==> config.mk <==
export PLATFORM = sky130hd
export DESIGN_NAME = ysyx_22040088_pc_reg_flat
export DESIGN_NICKNAME = d
export VERILOG_FILES = /design/src/rtl/ysyx_22040088_pc_reg_if.sv /design/src/rtl/ysyx_22040088_pc_reg.sv /design/src/flat_wrapper.sv
export SDC_FILE = /design/constraint.sdc
export NUM_CORES = 1
export LEC_CHECK = 0
export CORE_MARGIN = 10
export CORE_UTILIZATION = 32
export CTS_BUF_LIST = sky130_fd_sc_hd__clkbuf_16
export DETAILED_ROUTE_END_ITERATION = 16
export GPL_TIMING_DRIVEN = 0
export PLACE_DENSITY = 0.79
export SYNTH_ARGS = -nofsm -noshare
export SYNTH_HDL_FRONTEND = slang
export SYNTH_SLANG_ARGS = --single-unit
==> constraint.sdc <==
create_clock -name clk -period 2 [get_ports clk]
set_input_delay 0.2 -clock clk [delete_from_list [all_inputs] [get_ports clk]]
set_output_delay 0.2 -clock clk [all_outputs]
set_load 0.02 [all_outputs]
==> src/rtl/ysyx_22040088_pc_reg_if.sv <==
// ysyx_22040088_pc_reg_if
//   Bundle between the IFU and the program-counter register.
//   pc_src      : next PC, driven by the IFU and loaded on every edge
//   pc_out      : current registered PC
//   pc_valid    : low while in reset, high from the first loading edge
//   pc_snpc     : pc_out + 4, wraps modulo 2^XLEN
//   pc_misalign : pc_out[1:0] != 0
//   master = IFU side, slave = PC register side.
interface ysyx_22040088_pc_reg_if #(
  parameter int XLEN = 64
);
  logic [XLEN-1:0] pc_src;
  logic [XLEN-1:0] pc_out;
  logic            pc_valid;
  logic [XLEN-1:0] pc_snpc;
  logic            pc_misalign;

  modport master (
    output pc_src,
    input  pc_out, pc_valid, pc_snpc, pc_misalign
  );

  modport slave (
    input  pc_src,
    output pc_out, pc_valid, pc_snpc, pc_misalign
  );
endinterface

==> src/rtl/ysyx_22040088_pc_reg.sv <==
// ysyx_22040088_pc_reg
//   Program-counter register for the NPC fetch unit. Loads pc_src on every
//   rising edge (no enable; the IFU holds the PC by feeding pc_out back) and
//   publishes the sequential next PC and a misalignment flag for fetch/debug.
//   Ports:
//     clk  : system clock, rising edge
//     rst  : asynchronous active-low reset; forces pc_out = RESET_PC at once
//     bus  : slave side of ysyx_22040088_pc_reg_if (pc_src in; pc_out,
//            pc_valid, pc_snpc, pc_misalign out)
module ysyx_22040088_pc_reg #(
  parameter int              XLEN     = 64,
  parameter logic [XLEN-1:0] RESET_PC = XLEN'(64'h0000_0000_8000_0000)
) (
  input  logic                         clk,
  input  logic                         rst,
  ysyx_22040088_pc_reg_if.slave        bus
);

  logic [XLEN-1:0] r_pc;
  logic            r_valid;
  logic [XLEN-1:0] w_snpc;
  logic            w_misalign;

  // pc_src is stored as given: low bits are never masked, so a misaligned
  // target is kept and only reported through pc_misalign.
  always_ff @(posedge clk or negedge rst) begin
    if (!rst) begin
      r_pc    <= RESET_PC;
      r_valid <= 1'b0;
    end else begin
      r_pc    <= bus.pc_src;
      r_valid <= 1'b1;
    end
  end

  // Derived from the register only, so the IFU may drive pc_src from
  // pc_snpc without closing a combinational loop. Carry out is dropped.
  assign w_snpc     = r_pc + XLEN'(4);
  assign w_misalign = |r_pc[1:0];

  assign bus.pc_out      = r_pc;
  assign bus.pc_valid    = r_valid;
  assign bus.pc_snpc     = w_snpc;
  assign bus.pc_misalign = w_misalign;

endmodule

==> src/flat_wrapper.sv <==
// flat-port wrapper written by rule: the top's interface ports become plain ports
module ysyx_22040088_pc_reg_flat 
#(
  parameter int              XLEN     = 64,
  parameter logic [XLEN-1:0] RESET_PC = XLEN'(64'h0000_0000_8000_0000)
)
  (clk, rst, bus_pc_src, bus_pc_out, bus_pc_valid, bus_pc_snpc, bus_pc_misalign);
  ysyx_22040088_pc_reg_if #(.XLEN(XLEN)) bus_i ();
  input  logic clk;
  input  logic rst;
  input wire logic [$bits(bus_i.pc_src)-1:0] bus_pc_src;
  output wire logic [$bits(bus_i.pc_out)-1:0] bus_pc_out;
  output wire logic [$bits(bus_i.pc_valid)-1:0] bus_pc_valid;
  output wire logic [$bits(bus_i.pc_snpc)-1:0] bus_pc_snpc;
  output wire logic [$bits(bus_i.pc_misalign)-1:0] bus_pc_misalign;
  assign bus_i.pc_src = bus_pc_src;
  assign bus_pc_out = bus_i.pc_out;
  assign bus_pc_valid = bus_i.pc_valid;
  assign bus_pc_snpc = bus_i.pc_snpc;
  assign bus_pc_misalign = bus_i.pc_misalign;
  ysyx_22040088_pc_reg #(.XLEN(XLEN), .RESET_PC(RESET_PC)) u_core (.clk(clk), .rst(rst), .bus(bus_i));
endmodule
==> results of run 1 <==
metal layers:
metal  GRT usage, %  share of wire (%)
met5              0                  0
met4           6.26                2.0
met3           5.08                5.4
met2           35.7                 58
met1           19.6                 34
stage by stage:
| stage | power, mW | utilization (%) | hold WS, ns | TNS (ns) |
|---|---|---|---|---|
| global route | 4.25 | 73.8 | 0.276 | -19.52 |
| global placement | 2.24 | 57.7 | 0.616 | -121.40 |
| finish | 4.10 | 73.8 | 0.288 | -13.61 |
| floorplan | 1.77 | - | -0.0956 | -0.577 |
| CTS | 4.07 | 68.5 | 0.276 | -14.78 |
| detailed placement | 2.26 | 57.7 | 0.349 | -28.84 |
cell families after synthesis:
| kind of cell | Yosys count |
|---|---|
| flops | 65 |
| simple gates | 125 |
| fa+ha+maj | 1 |
| xor+xnor | 60 |
| other cells | 1 |
| buf+inv | 12 |
cell usage in the layout, fill, tap and decap left out, drive strengths merged, types with 2 or more instances in the layout:
master	n
nand2	20
clkbuf	11
and4	2
and3	5
xnor2	23
or2	4
inv	11
nor2	20
nor3	14
clkdlybuf4s50	135
bufinv	3
buf	133
nand4	18
nand3	21
nor4	17
dfrtp	64
clkinv	2
or3	2
xor2	37
cell type report:
class,count,area (um^2),share of cell area [%]
buffer,2,15.0,0.223
clock buffer,9,225,3.35
clock inverter,7,110,1.64
inverter,10,37.5,0.559
multi-input combinational,187,1990,29.7
sequential,65,1670,24.9
tap,111,139,2.07
timing repair buffer,271,2530,37.6
final timing paths:
kind,from,to,slack (ns)
min in group asynchronous,rst,u_core.bus.pc_out[33],0.52
max in group asynchronous,rst,u_core.bus.pc_out[21],0.85
worst max-delay path,u_core.bus.pc_out[20],bus_pc_snpc[39],-0.46
worst min-delay path,bus_pc_src[31],u_core.bus.pc_out[31],0.29
sequential cells by signal (all words and copies together), names as in the netlist:
signal / flops
u_core.bus.pc_out: 64
u_core.bus.pc_valid: 1
power by group through the flow:
stage / clock network, mW / registers [mW] / logic (mW)
floorplan: 0 / 1.58 / 0.195
global placement: 0 / 1.50 / 0.739
detailed placement: 0 / 1.51 / 0.749
CTS: 1.81 / 1.48 / 0.781
global route: 1.88 / 1.49 / 0.880
finish: 1.78 / 1.48 / 0.837
worst max-delay path, stage by stage, from the launching register on:
cell and delay, ns:
dfrtp_2 0.41, nand3_4 0.12, nor4_4 0.32, buf_4 0.18, nand4_4 0.13, buf_6 0.17
buf_12 0.12, nor4_4 0.14, xor2_1 0.18, buf_4 0.17
what timing repair did:
item                       4_1_cts  5_1_grt
hold buffers                     1        0
setup buffers                   45       34
setup endpoints to repair       58       57
resized for setup              353       69
gates cloned                     0        0
pin swaps                       39       45
hold endpoints to repair         2        0
==> results.py, run 1 <==
metrics = {
    "global_routing": {
        "grt_max_degree": 66,
        "grt_pass1_wl_um": 19300,
        "grt_pass1_vias": 3376,
        "grt_usage_pct": 18.9,
        "grt_overflow_total": 0,
        "antenna_found_initial": 0,
    },
    "yosys": {
        "netlist_area_mm2": 0.00296,
        "avgSynthCellArea_um2": 11.2,
        "synth_top_family_by_area": "simple AND/OR/NAND/NOR gates",
        "ys_types": 27,
        "ys_top_cells_by_count": "64 x dfrtp_1, 37 x xor2_1, 23 x xnor2_1",
        "synth_nets": 331,
        "synth_area_leader_cell": "dfrtp_1",
        "synth_flop_cell": "dfrtp_1",
        "synth.most_common_cell": "dfrtp_1",
        "synth_xor_xnor_area_share_pct": 17.8,
        "yosysWarnings": 0,
        "async_flop_share_pct": 100,
        "yosys-top-cells-area": "dfrtp_1 54%, xor2_1 11%, xnor2_1 6.8%",
        "yosys.area_share.adder_pct": 0.423,
        "synth_top_area_share_pct": 54.1,
        "yosys.area_share.simple_pct": 24.9,
        "syn_inst": 264,
        "ys_seq_elements": 65,
        "synth-edff-count": 0,
        "synth-seq-area-share_pct": 55.0,
        "synth_compound_area_share_pct": 0,
        "synth.area.mux_share_pct": 0,
    },
    "timing": {
        "drv_slew": 0,
        "hold_viol": 0,
        "rsz0062_at_grt": "yes",
        "setup_viol": 47,
        "slew-limit-headroom_pct": 44.4,
        "setup_ws_ns": -0.463,
        "fmax_ghz": 0.406,
        "tightest_slew_ns": 0.834,
        "fin_crit_sh_pct": 123,
        "fin_crit_ns": 2.46,
    },
    "floorplanning": {
        "die_area_mm2": 0.0135,
        "std_cell_rows": 35,
        "chipWidth_um": 116,
        "io_pins": 196,
        "initial_core_util_pct": 32.5,
        "dieHeight_um": 116,
        "core-area_mm2": 0.00911,
    },
    "clocking": {
        "cts.clk_slew.worst_paths_ns": 0.06,
        "numCtsBuffers": 9,
        "cts_sinks": 65,
        "cts.htree.levels": 3,
        "ctsRootBufferMaster": "clkbuf_16",
        "cts_buffer_depth": 2,
        "cts_tree": "yes",
    },
    "route": {
        "totalWireLength_um": 13600,
        "drc_errors": 0,
        "firstDrtPassIters": 4,
        "wl_per_cell_um": 20.6,
        "dr.first_iter.drc_count": 132,
        "vias": 3159,
        "ant_nets": 0,
        "routed_via_density": 4.77,
    },
    "power_and_ir_drop": {
        "seq_power_share_pct": 36.2,
        "power.leakage_nw": 3.09,
        "switching_power_mw": 1.07,
        "ir_drop_v": 0.000394,
        "power_frac_comb_pct": 20.4,
        "pwr-share-clk_pct": 43.4,
        "pwr_density_cell_mw_per_mm2": 610,
        "p_sw_share_pct": 26.2,
        "internal-power_mw": 3.02,
    },
    "status": {
        "status": "complete, but fails checks",
        "violations": "negative setup slack",
    },
    "flow_run": {
        "drv_cap": 0,
    },
    "min_path": {
        "min_path_type": "input pin to flop",
        "holdPathStages": 1,
    },
    "place": {
        "post-place-ws_ns": -0.821,
        "dp_hpwl_um": 9600,
        "portBuffers": 195,
        "place_area_mm2": 0.00526,
        "gp_congestion": 0.827,
        "placed_cells": 570,
    },
    "setup_path": {
        "cp-start-kind": "flop",
        "cp.required_ns": 1.80,
        "end_kind": "output pin",
        "path_class": "flop to output pin",
        "critPathMaxFanout": 3,
        "arrival_ns": 2.26,
    },
    "layout": {
        "final_cells": 662,
        "antenna_cells": 0,
        "final_area_mm2": 0.00672,
        "area_growth_pct": 127,
        "fin_nets": 613,
        "nFillCells": 623,
        "drive_gt1_share_pct": 49.0,
    },
}
No activity file was read; power rests on OpenSTA's default activity.
==> run 2, diff against run 1 <==
CORE_UTILIZATION = 33   (was 32)
PLACE_DENSITY = 0.81   (was 0.79)
==> results.py, run 2 (synthesis results as in run 1) <==
metrics = {
    "min_path": {
        "holdPathStages": 1,
        "min_path_type": "input pin to flop",
        "hold-path-endpoint": "u_core.bus.pc_out[31]",
        "min_from": "bus_pc_src[31]",
    },
    "timing": {
        "fin_crit_sh_pct": 125,
        "setup_ws_ns": -0.501,
        "rsz0062_at_grt": "yes",
        "slew-limit-headroom_pct": 50.9,
        "drv_slew": 0,
        "fin_crit_ns": 2.50,
        "setup_viol": 51,
        "hold_viol": 0,
        "tightest_slew_ns": 0.737,
        "fmax_ghz": 0.400,
    },
    "place": {
        "portBuffers": 195,
        "gp_congestion": 0.805,
        "dp_hpwl_um": 9720,
        "post-place-ws_ns": -0.819,
    },
    "flow_run": {
        "drv_cap": 0,
    },
    "setup_path": {
        "end_kind": "output pin",
        "arrival_ns": 2.30,
        "startpoint": "u_core.bus.pc_out[2]",
        "path_delay_family": "simple AND/OR/NAND/NOR gates",
        "cpMaxStageDelayCell": "dfrtp_2",
        "cp.required_ns": 1.80,
        "path_buf_inv": 3,
        "max_stage_delay_ns": 0.42,
        "critPathMaxFanout": 7,
        "path_cells": "nand4_1, buf_6, nor4_4, nand4_1, buf_6, nor4_4, xor2_1, buf_4",
        "cp-start-kind": "flop",
        "path_class": "flop to output pin",
    },
    "route": {
        "routed_via_density": 4.98,
        "drc_errors": 0,
        "ant_nets": 0,
        "totalWireLength_um": 15000,
        "wl_per_cell_um": 22.5,
        "vias": 3324,
        "dr.first_iter.drc_count": 169,
        "firstDrtPassIters": 4,
    },
    "power_and_ir_drop": {
        "power_frac_comb_pct": 22.7,
        "internal-power_mw": 2.77,
        "ir_drop_v": 0.000598,
        "seq_power_share_pct": 38.4,
        "pwr-share-clk_pct": 38.9,
        "p_sw_share_pct": 28.1,
        "power.leakage_nw": 3.09,
        "switching_power_mw": 1.08,
        "pwr_density_cell_mw_per_mm2": 570,
    },
    "layout": {
        "final_cell_mix": "134 x clkdlybuf4s50_1, 102 x buf_4, 34 x xor2_1",
        "drive_gt1_share_pct": 49.9,
        "area_growth_pct": 128,
        "final_common_cell": "clkdlybuf4s50_1",
        "final_util_pct": 77.5,
        "antenna_cells": 0,
        "nFillCells": 481,
        "largest_reg_flops": 64,
        "regArea_mm2": 0.00167,
        "multi_input_area_mm2": 0.00203,
        "fin_nets": 621,
    },
    "global_routing": {
        "grt_usage_pct": 20.3,
        "grt_max_degree": 34,
        "grt_pass1_vias": 3520,
        "grt_overflow_total": 0,
        "antenna_found_initial": 0,
        "grt_pass1_wl_um": 20300,
    },
    "floorplanning": {
        "core-area_mm2": 0.00872,
        "io_pins": 196,
        "std_cell_rows": 34,
        "chipWidth_um": 115,
        "dieHeight_um": 115,
        "die_area_mm2": 0.0132,
        "initial_core_util_pct": 33.9,
    },
    "clocking": {
        "cts_sinks": 65,
        "cts_buffer_depth": 2,
        "numCtsBuffers": 9,
        "ctsRootBufferMaster": "clkbuf_16",
        "cts_tree": "yes",
        "cts.htree.levels": 3,
        "cts.clk_slew.worst_paths_ns": 0.06,
    },
    "status": {
        "violations": "negative setup slack",
        "status": "complete, but fails checks",
    },
}
[run 2: metal layers]
layer  share of wire (%)  track usage (%)  vias up
met4                 4.1             8.94        0
met2                  56             38.4      128
li1                    -                -     1496
met3                 6.0             6.24       39
met5                   0                0        -
met1                  34             19.5     1661
[run 2: area by class of cell]
class | instances | area share [%]
plain buffers | 2 | 0.222
clock buffers | 9 | 3.33
clock inverters | 7 | 0.815
inverters | 10 | 0.555
multi-input cells | 187 | 30.0
flip-flops and latches | 65 | 24.7
well taps | 108 | 2.00
repair buffers | 279 | 38.4
[run 2: power groups by stage]
stage          logic (mW)  registers (mW)  clock network, mW
2_1_floorplan       0.195            1.58                  0
3_3_place_gp        0.742            1.50                  0
3_5_place_dp        0.755            1.51                  0
4_1_cts             0.814            1.48               1.50
5_1_grt             0.917            1.49               1.57
6_report            0.876            1.48               1.50
[run 2: what timing repair did]
item / CTS / global route
endpoints found under the hold margin: 32 / 0
hold buffers: 1 / 0
setup buffers: 56 / 27
pin swaps: 43 / 38
setup endpoints to repair: 58 / 58
resized for setup: 368 / 59
[run 2: worst max-delay path by stage]
stage	cells past startpoint	to	slack [ns]
floorplan	5	bus_pc_snpc[61]	-0.10
global placement	1	u_core.bus.pc_out[55]	-1.52
detailed placement	6	bus_pc_snpc[61]	-0.82
CTS	9	bus_pc_snpc[43]	-0.44
global route	8	bus_pc_snpc[57]	-0.58
finish	8	bus_pc_snpc[57]	-0.50
[run 2: metrics by stage]
step / power, mW / instance area, um^2 / hold WS [ns] / cells / TNS (ns)
final: 3.85 / 6760 / 0.289 / 667 / -14.37
after global routing: 3.98 / 6760 / 0.292 / 667 / -19.06
after CTS: 3.79 / 6340 / 0.284 / 641 / -14.38
after detailed placement: 2.26 / 5270 / 0.289 / 568 / -28.78
after global placement: 2.24 / 5250 / 0.613 / 567 / -116.72
after floorplan: 1.77 / 3170 / -0.0956 / 264 / -0.577
